===== config.mk =====
export PLATFORM = sky130hd
export DESIGN_NAME = uart_tx_fifo_drain
export DESIGN_NICKNAME = d
export VERILOG_FILES = /design/src/rtl/uart_tx_fifo_drain.sv
export SDC_FILE = /design/constraint.sdc
export NUM_CORES = 1
export LEC_CHECK = 0
export ABC_CLOCK_PERIOD_IN_PS = 4300
export CAP_MARGIN = 40
export CORE_UTILIZATION = 53
export CTS_CLUSTER_DIAMETER = 40
export CTS_CLUSTER_SIZE = 40
export DETAILED_ROUTE_END_ITERATION = 8
export GPL_TIMING_DRIVEN = 0
export PLACE_DENSITY = 0.8
export SLEW_MARGIN = 5
export SYNTH_ARGS = -nofsm -noshare
export SYNTH_HDL_FRONTEND = slang
export SYNTH_SLANG_ARGS = --single-unit

===== constraint.sdc =====
create_clock -name CLK -period 4.3 [get_ports CLK]
set_input_delay 0.645 -clock CLK [delete_from_list [all_inputs] [get_ports CLK]]
set_output_delay 0.645 -clock CLK [all_outputs]
set_load 0.02 [all_outputs]

===== src/rtl/uart_tx_fifo_drain.sv =====
// UART transmitter that drains an async FIFO read port and sends one bit per baud CLK.
// Optional parity: define UART_TX_PARITY_EN to add the PAR_EN/PAR_TYP ports and the PARITY state.
module uart_tx_fifo_drain #(
   parameter int DATA_WIDTH = 8
) (
   input  logic                  CLK,
   input  logic                  RST,
   input  logic                  FIFO_EMPTY,
   input  logic [DATA_WIDTH-1:0] FIFO_RD_DATA,
   output logic                  FIFO_RD_INC,
`ifdef UART_TX_PARITY_EN
   input  logic                  PAR_EN,
   input  logic                  PAR_TYP,
`endif
   output logic                  TX_OUT,
   output logic                  BUSY
);

   localparam int               CNT_W    = (DATA_WIDTH > 1) ? $clog2(DATA_WIDTH) : 1;
   localparam logic [CNT_W-1:0] CNT_LAST = CNT_W'(DATA_WIDTH - 1);

   typedef enum logic [2:0] {
      S_IDLE,
      S_START,
      S_DATA,
      S_PARITY,
      S_STOP
   } state_e;

   state_e                state_q, state_d;
   logic [DATA_WIDTH-1:0] shift_q, shift_d;
   logic [CNT_W-1:0]      cnt_q,   cnt_d;
   logic                  tx_q,    tx_d;
   logic                  busy_q,  busy_d;
   logic                  pop;
`ifdef UART_TX_PARITY_EN
   logic                  par_en_q,  par_en_d;
   logic                  par_bit_q, par_bit_d;
`endif

   // The pop strobe is combinational so the word is captured on the same edge that advances
   // the FIFO pointer; gating with RST keeps the FIFO untouched while held in reset.
   assign pop = RST && !FIFO_EMPTY && ((state_q == S_IDLE) || (state_q == S_STOP));

   always_comb begin
      // NOTE: every next-state value defaults to its current value first, so no path infers a latch.
      state_d   = state_q;
      shift_d   = shift_q;
      cnt_d     = cnt_q;
      tx_d      = tx_q;
      busy_d    = busy_q;
`ifdef UART_TX_PARITY_EN
      par_en_d  = par_en_q;
      par_bit_d = par_bit_q;
`endif

      unique case (state_q)
         S_IDLE: begin
            tx_d   = 1'b1;
            busy_d = 1'b0;
         end
         S_START: begin
            state_d = S_DATA;
            tx_d    = shift_q[0];
            shift_d = shift_q >> 1;
            cnt_d   = '0;
         end
         S_DATA: begin
            if (cnt_q == CNT_LAST) begin
`ifdef UART_TX_PARITY_EN
               if (par_en_q) begin
                  state_d = S_PARITY;
                  tx_d    = par_bit_q;
               end else begin
                  state_d = S_STOP;
                  tx_d    = 1'b1;
               end
`else
               state_d = S_STOP;
               tx_d    = 1'b1;
`endif
            end else begin
               tx_d    = shift_q[0];
               shift_d = shift_q >> 1;
               cnt_d   = cnt_q + CNT_W'(1);
            end
         end
`ifdef UART_TX_PARITY_EN
         S_PARITY: begin
            state_d = S_STOP;
            tx_d    = 1'b1;
         end
`endif
         S_STOP: begin
            state_d = S_IDLE;
            tx_d    = 1'b1;
            busy_d  = 1'b0;
         end
         default: begin
            state_d = S_IDLE;
            tx_d    = 1'b1;
            busy_d  = 1'b0;
         end
      endcase

      // A pop (from IDLE or STOP) overrides the arm above and starts the next frame at once.
      if (pop) begin
         state_d   = S_START;
         shift_d   = FIFO_RD_DATA;
         cnt_d     = '0;
         tx_d      = 1'b0;
         busy_d    = 1'b1;
`ifdef UART_TX_PARITY_EN
         par_en_d  = PAR_EN;
         par_bit_d = (^FIFO_RD_DATA) ^ PAR_TYP;
`endif
      end
   end

   // NOTE: registers use non-blocking assignments so every flop samples pre-edge values.
   always_ff @(posedge CLK or negedge RST) begin
      if (!RST) begin
         state_q   <= S_IDLE;
         shift_q   <= '0;
         cnt_q     <= '0;
         tx_q      <= 1'b1;
         busy_q    <= 1'b0;
`ifdef UART_TX_PARITY_EN
         par_en_q  <= 1'b0;
         par_bit_q <= 1'b0;
`endif
      end else begin
         state_q   <= state_d;
         shift_q   <= shift_d;
         cnt_q     <= cnt_d;
         tx_q      <= tx_d;
         busy_q    <= busy_d;
`ifdef UART_TX_PARITY_EN
         par_en_q  <= par_en_d;
         par_bit_q <= par_bit_d;
`endif
      end
   end

   assign FIFO_RD_INC = pop;
   assign TX_OUT      = tx_q;
   assign BUSY        = busy_q;

endmodule

Word-level counts from Yosys, hierarchy flattened:

Cells that the tools add are included.
Widths: inputs -> output; s select.

* mux-type cells: 14
* eq/ne operators: 8
* reductions and logical operators: 9
* add/sub/neg operators: 1

Operator list (count)
* $mux 8: 2
* $pmux 8 s2: 1
* $mux 3: 4
* $pmux 3 s3: 1
* $eq 3x3->1 const B: 2
* $ne 3x3->1 const B: 2
* $pmux 3 s2: 1
* $mux 1: 4
* $reduce_and 2->1: 2
* $add 3x1->3 const B: 1
* $eq 3x1->1 const B: 1
* $eq 3x2->1 const B: 1
* $logic_not 3->1: 1
* $reduce_bool 3->1: 1
* $logic_and 1x1->1: 2
* $ne 2x1->1 const B: 1
* $ne 2x2->1 const B: 1
* $pmux 1 s2: 1
* $reduce_or 2->1: 1
* $logic_not 1->1: 1
* $logic_or 1x1->1: 1

* bits of input ports: 11
* word-level logic and storage cells: 37
* bits in registers: 16
* output and inout port bits: 3

Logic depth before layout (Yosys ltp):

* depth in word-level cells: 5
* depth in mapped cells: 6

Worst setup path before layout:

OpenSTA, ideal clock, no wires.

* path type: in2reg
* start: in FIFO_EMPTY
* end: reg shift_q[3]
* path buffers: 1
* arrival time: 1.818 ns
* path slack: 2.357 ns
* cell stages on the path: 4
* required time: 4.175 ns
* path through: nor4b_2 > buf_4 > mux2_2 > mux2_4

* cells in the longest elaborated chain, start to end: 5
* elaborated cells between the ends (all ways): 7

Ends and longest elaborated chain
* start, declared: line 8 `input logic FIFO_EMPTY,`
* $logic_not 1->1 (*): line 43 `assign pop = RST && !FIFO_EMPTY && ((state_q == S_IDLE) || (state_q == S_STOP));`
* $logic_and 1x1->1 (*) (2 in a row): line 43
* via FIFO_RD_INC: line 10 `output logic FIFO_RD_INC,`
* $ne 3x3->1 (no source line) or $reduce_bool 3->1 (tied branches)
* $reduce_and 2->1 (no source line)
* end signal, assigned: line 134 `shift_q <= shift_d;`
* end, declared: line 31 `logic [DATA_WIDTH-1:0] shift_q, shift_d;`

The timed path passes the listed nets; every way through them passes the cells marked *.
A chain may end at the register's enable or synchronous reset.

Final worst setup path:

* start: in RST
* end: out FIFO_RD_INC

* cells in the longest elaborated chain, start to end: 2

Ends and longest elaborated chain
* start, declared: line 7 `input logic RST,`
* $logic_and 1x1->1 (2 in a row): line 43
* end, declared: line 10

Every way passes these cells.

==> summary by stage <==
Run status
The flow ran to the end, and the final reports show no timing, DRC or antenna violations.

Timing
The fmax is 281 MHz. Setup repair after global routing left no endpoint under its margin. The clock period minus final worst setup slack is 3.56 ns. The worst max-slew margin expressed relative to the limit is 51.4%.

The final-layout setup total negative slack is 0 ns. The worst path uses 82.9% of the clock period. The max-slew violation total from the final report is 0. The slew at the pin with the worst max-slew slack is 0.727 ns. Across the routed clock network, the largest skew measured is 0.00426 ns. Setup violations remaining at the end of the flow were counted as 0. The final number of hold-violating endpoints was 0.

Logic synthesis
After technology mapping, the gate count stands at 57. During synthesis, Yosys emitted a total of 0 warnings. By count the netlist is led by 15 x sky130_fd_sc_hd__dfrtp_1, 6 x sky130_fd_sc_hd__mux2_2, 5 x sky130_fd_sc_hd__inv_1, 5 x sky130_fd_sc_hd__mux2i_1.

The share of synthesized registers carrying an async set or reset is 100%. The combined area of all synthesized cells is 796 µm². The share of synthesized area in the top cell type comes to 47.2%.

The most common flop cell mapped by yosys is sky130_fd_sc_hd__dfrtp_1. By instance count, the leading cell after synthesis is sky130_fd_sc_hd__dfrtp_1. The number of nets handed over by synthesis was 70. The biggest area contributor in the post-synthesis netlist is sky130_fd_sc_hd__dfrtp_1. In this run the mean area of a mapped cell was 14.0 µm². Counting flops and latches in the post-synthesis netlist gives 16. For this run, the register share of the synthesized area comes to 50.5%. In the post-synthesis netlist, the biggest area contributors are sky130_fd_sc_hd__dfrtp_1 47%, sky130_fd_sc_hd__mux2_2 8.5%, sky130_fd_sc_hd__mux2_4 7.5%. The number of synthesized flops with an enable pin is 0. Yosys mapped the design onto 21 distinct sky130hd cell types.

Critical path
The critical-path maximum fanout is 18. The worst endpoint data arrival time is 2.92 ns. The type of the worst setup path is primary input to output pin. Traced cell by cell, the critical path runs through clkdlybuf4s50_1 -> nor4b_2 -> buf_4 -> clkdlybuf4s50_1. STA classifies the critical path startpoint as a primary input. Counting both buffers and inverters, the worst setup path holds a total of 3. The slowest library cell on the worst path is sky130_fd_sc_hd__clkdlybuf4s50_1. The required time of the worst setup path is 3.65 ns. The cell repeated most along the worst path is sky130_fd_sc_hd__clkdlybuf4s50_1. The kind of end point of the critical path is an output pin.

The kind of cell adding the most delay to the critical path is buffers and inverters. For this run, the slowest stage of the critical path takes 0.94 ns.

Placement
In this run the tool buffered the top-level ports with 13 buffer cells. The wire-length estimate of the detail-placed layout is 803 µm. The placer congestion estimate is 0.704.

Floorplan
The height of the die is 40.8 µm. For this configuration, the core starts out at a cell density of 58.9%. The number of placement rows is 13. During I/O placement, the number of pins put on the boundary was 14. The standard cell core area is 1350 µm². The die span in x is 40.8 µm. The die covers 1660 µm².

Detailed routing
After detailed routing, the number of vias per cell comes to 5.27. The routed wire length is 1140 µm. After detailed routing, the average wire length per cell comes to 12.8 µm. Summing over every cut layer, the via total after detailed routing is 469.

The final routed DRC violation total is 0. The first routing iteration left 2 violations. Once detail routing completed, the nets flagged for antenna violations numbered 0.

The first-pass detailed-route iteration total is 4.

Global route
Global routing used 17.0% of the available tracks across all layers. Entering global routing, the biggest net connects 19 pins. The number of antenna violations at the first check in global routing is 0. The total congestion overflow is 0. The first global-routing pass estimated 1730 µm of wire.

The number of global-route vias before repair is 422.

Finish
For this run, the share of the core covered by cells in the final layout is 72.7%. The area added between synthesis and finish is 23.3%. The number of filler cells placed in the layout is 98. The ratio of cells with drive above 1 in the final layout is 28.4%. The sequential cells in the finished layout cover a total of 402 µm².

The area occupied by multi-input gates is 348 µm². The final-stage net count is 88. 0 antenna diodes ended up in the layout.

Clock network
The clock passes through at most 2 buffers. The clock root buffer is sky130_fd_sc_hd__clkbuf_4. In this run the post-CTS setup repair buffer count came out at 0.

The clock transition at the registers of the reported paths is 0.10 ns. The number of hold-repair buffers added at the cts stage is 0. CTS built an H-tree with a depth of 1. The clock latency of the later-clocked register in the worst-skew pair is 0.28 ns. The clock sink total is 16. The post-cts gate resize count is 0. TritonCTS created 3 clock buffers. The TritonCTS clock tree is done.

Power
The standby leakage power is 0.461 nW. The worst-case IR drop observed on VDD is 0.330 mV. The power per unit of standard cell area is 632 nW/µm².

Flow run
Max-cap violations in this run came to 0.

Hold path
The worst hold path belongs to the class register to register.
-- worst paths after layout --
path	start	end	slack (ns)	depth (start not counted)
max	RST	FIFO_RD_INC	0.74	4
min	cnt_q[0]	cnt_q[0]	0.49	1
max reg2reg	cnt_q[0]	shift_q[5]	2.30	6
min reg2reg	cnt_q[0]	cnt_q[0]	0.49	1
max in group asynchronous	RST	shift_q[7]	3.06	1
min in group asynchronous	RST	state_q[0]	0.78	1
-- worst reg2reg max path, delay by kind of cell, from the launching register on --
kind | cells | cell delay, ns
fa+ha+maj | 2 | 0.40
buf+inv | 1 | 0.14
flops | 1 | 0.41
mux | 1 | 0.30
simple gates | 2 | 0.64
-- through the flow --
stage / cell area (µm²) / power, mW / worst slack [ns] / hold slack (ns) / std cells
after global placement: 945 / 0.520 / 0.683 / 0.473 / 85
after CTS: 981 / 0.628 / 0.672 / 0.496 / 89
after global routing: 981 / 0.659 / 0.510 / 0.518 / 89
final: 981 / 0.619 / 0.737 / 0.493 / 89
after detailed placement: 945 / 0.525 / 0.670 / 0.474 / 85
after floorplan: 796 / 0.463 / 2.36 / 0.349 / 57
-- layer usage --
metal | track usage [%] | part of all wire [%] | vias to the layer above
li1 | - | - | 233
met5 | 0 | 0 | -
met3 | 3.26 | 3.0 | 2
met2 | 25.8 | 45 | 8
met1 | 21.5 | 51 | 226
met4 | 12.5 | 1.1 | 0
-- registers in the layout, indices dropped and copies added, names as in the netlist --
name	cells
cnt_q	3
BUSY	1
state_q	3
shift_q	8
TX_OUT	1
-- final cells by class --
class | instances | area share [%]
Sequential cell | 16 | 40.9
Multi-Input combinational cell | 34 | 35.5
Timing Repair Buffer | 13 | 13.3
Clock buffer | 4 | 3.70
Buffer | 2 | 2.81
Inverter | 5 | 1.91
Tap cell | 15 | 1.91
-- kinds of logic after synthesis --
logic type / after synthesis / synth area share (%)
muxes: 17 / 25.2
DFF: 16 / 50.5
and+or+nand+nor: 11 / 11.9
buffers and inverters: 7 / 5.82
AOI/OAI and AO/OA: 3 / 2.36
adders and majority gates: 2 / 3.14
xor gates and xnor gates: 1 / 1.10
-- layout by cell type (no fill, tap or decap), drive strengths merged, types with 2 or more instances in the layout --
master         instances
buf                    2
clkbuf                 4
clkdlybuf4s50         13
dfrtp                 15
ha                     2
inv                    5
mux2                  12
mux2i                  5
nand2                  4
nor4b                  2
o21ai                  2
-- power breakdown --
group | internal (mW) | total [mW] | switching, mW
registers | 0.213 | 0.247 | 0.0344
clock network | 0.0515 | 0.0995 | 0.0480
logic | 0.167 | 0.273 | 0.105
No activity file was read; power rests on OpenSTA's default activity.
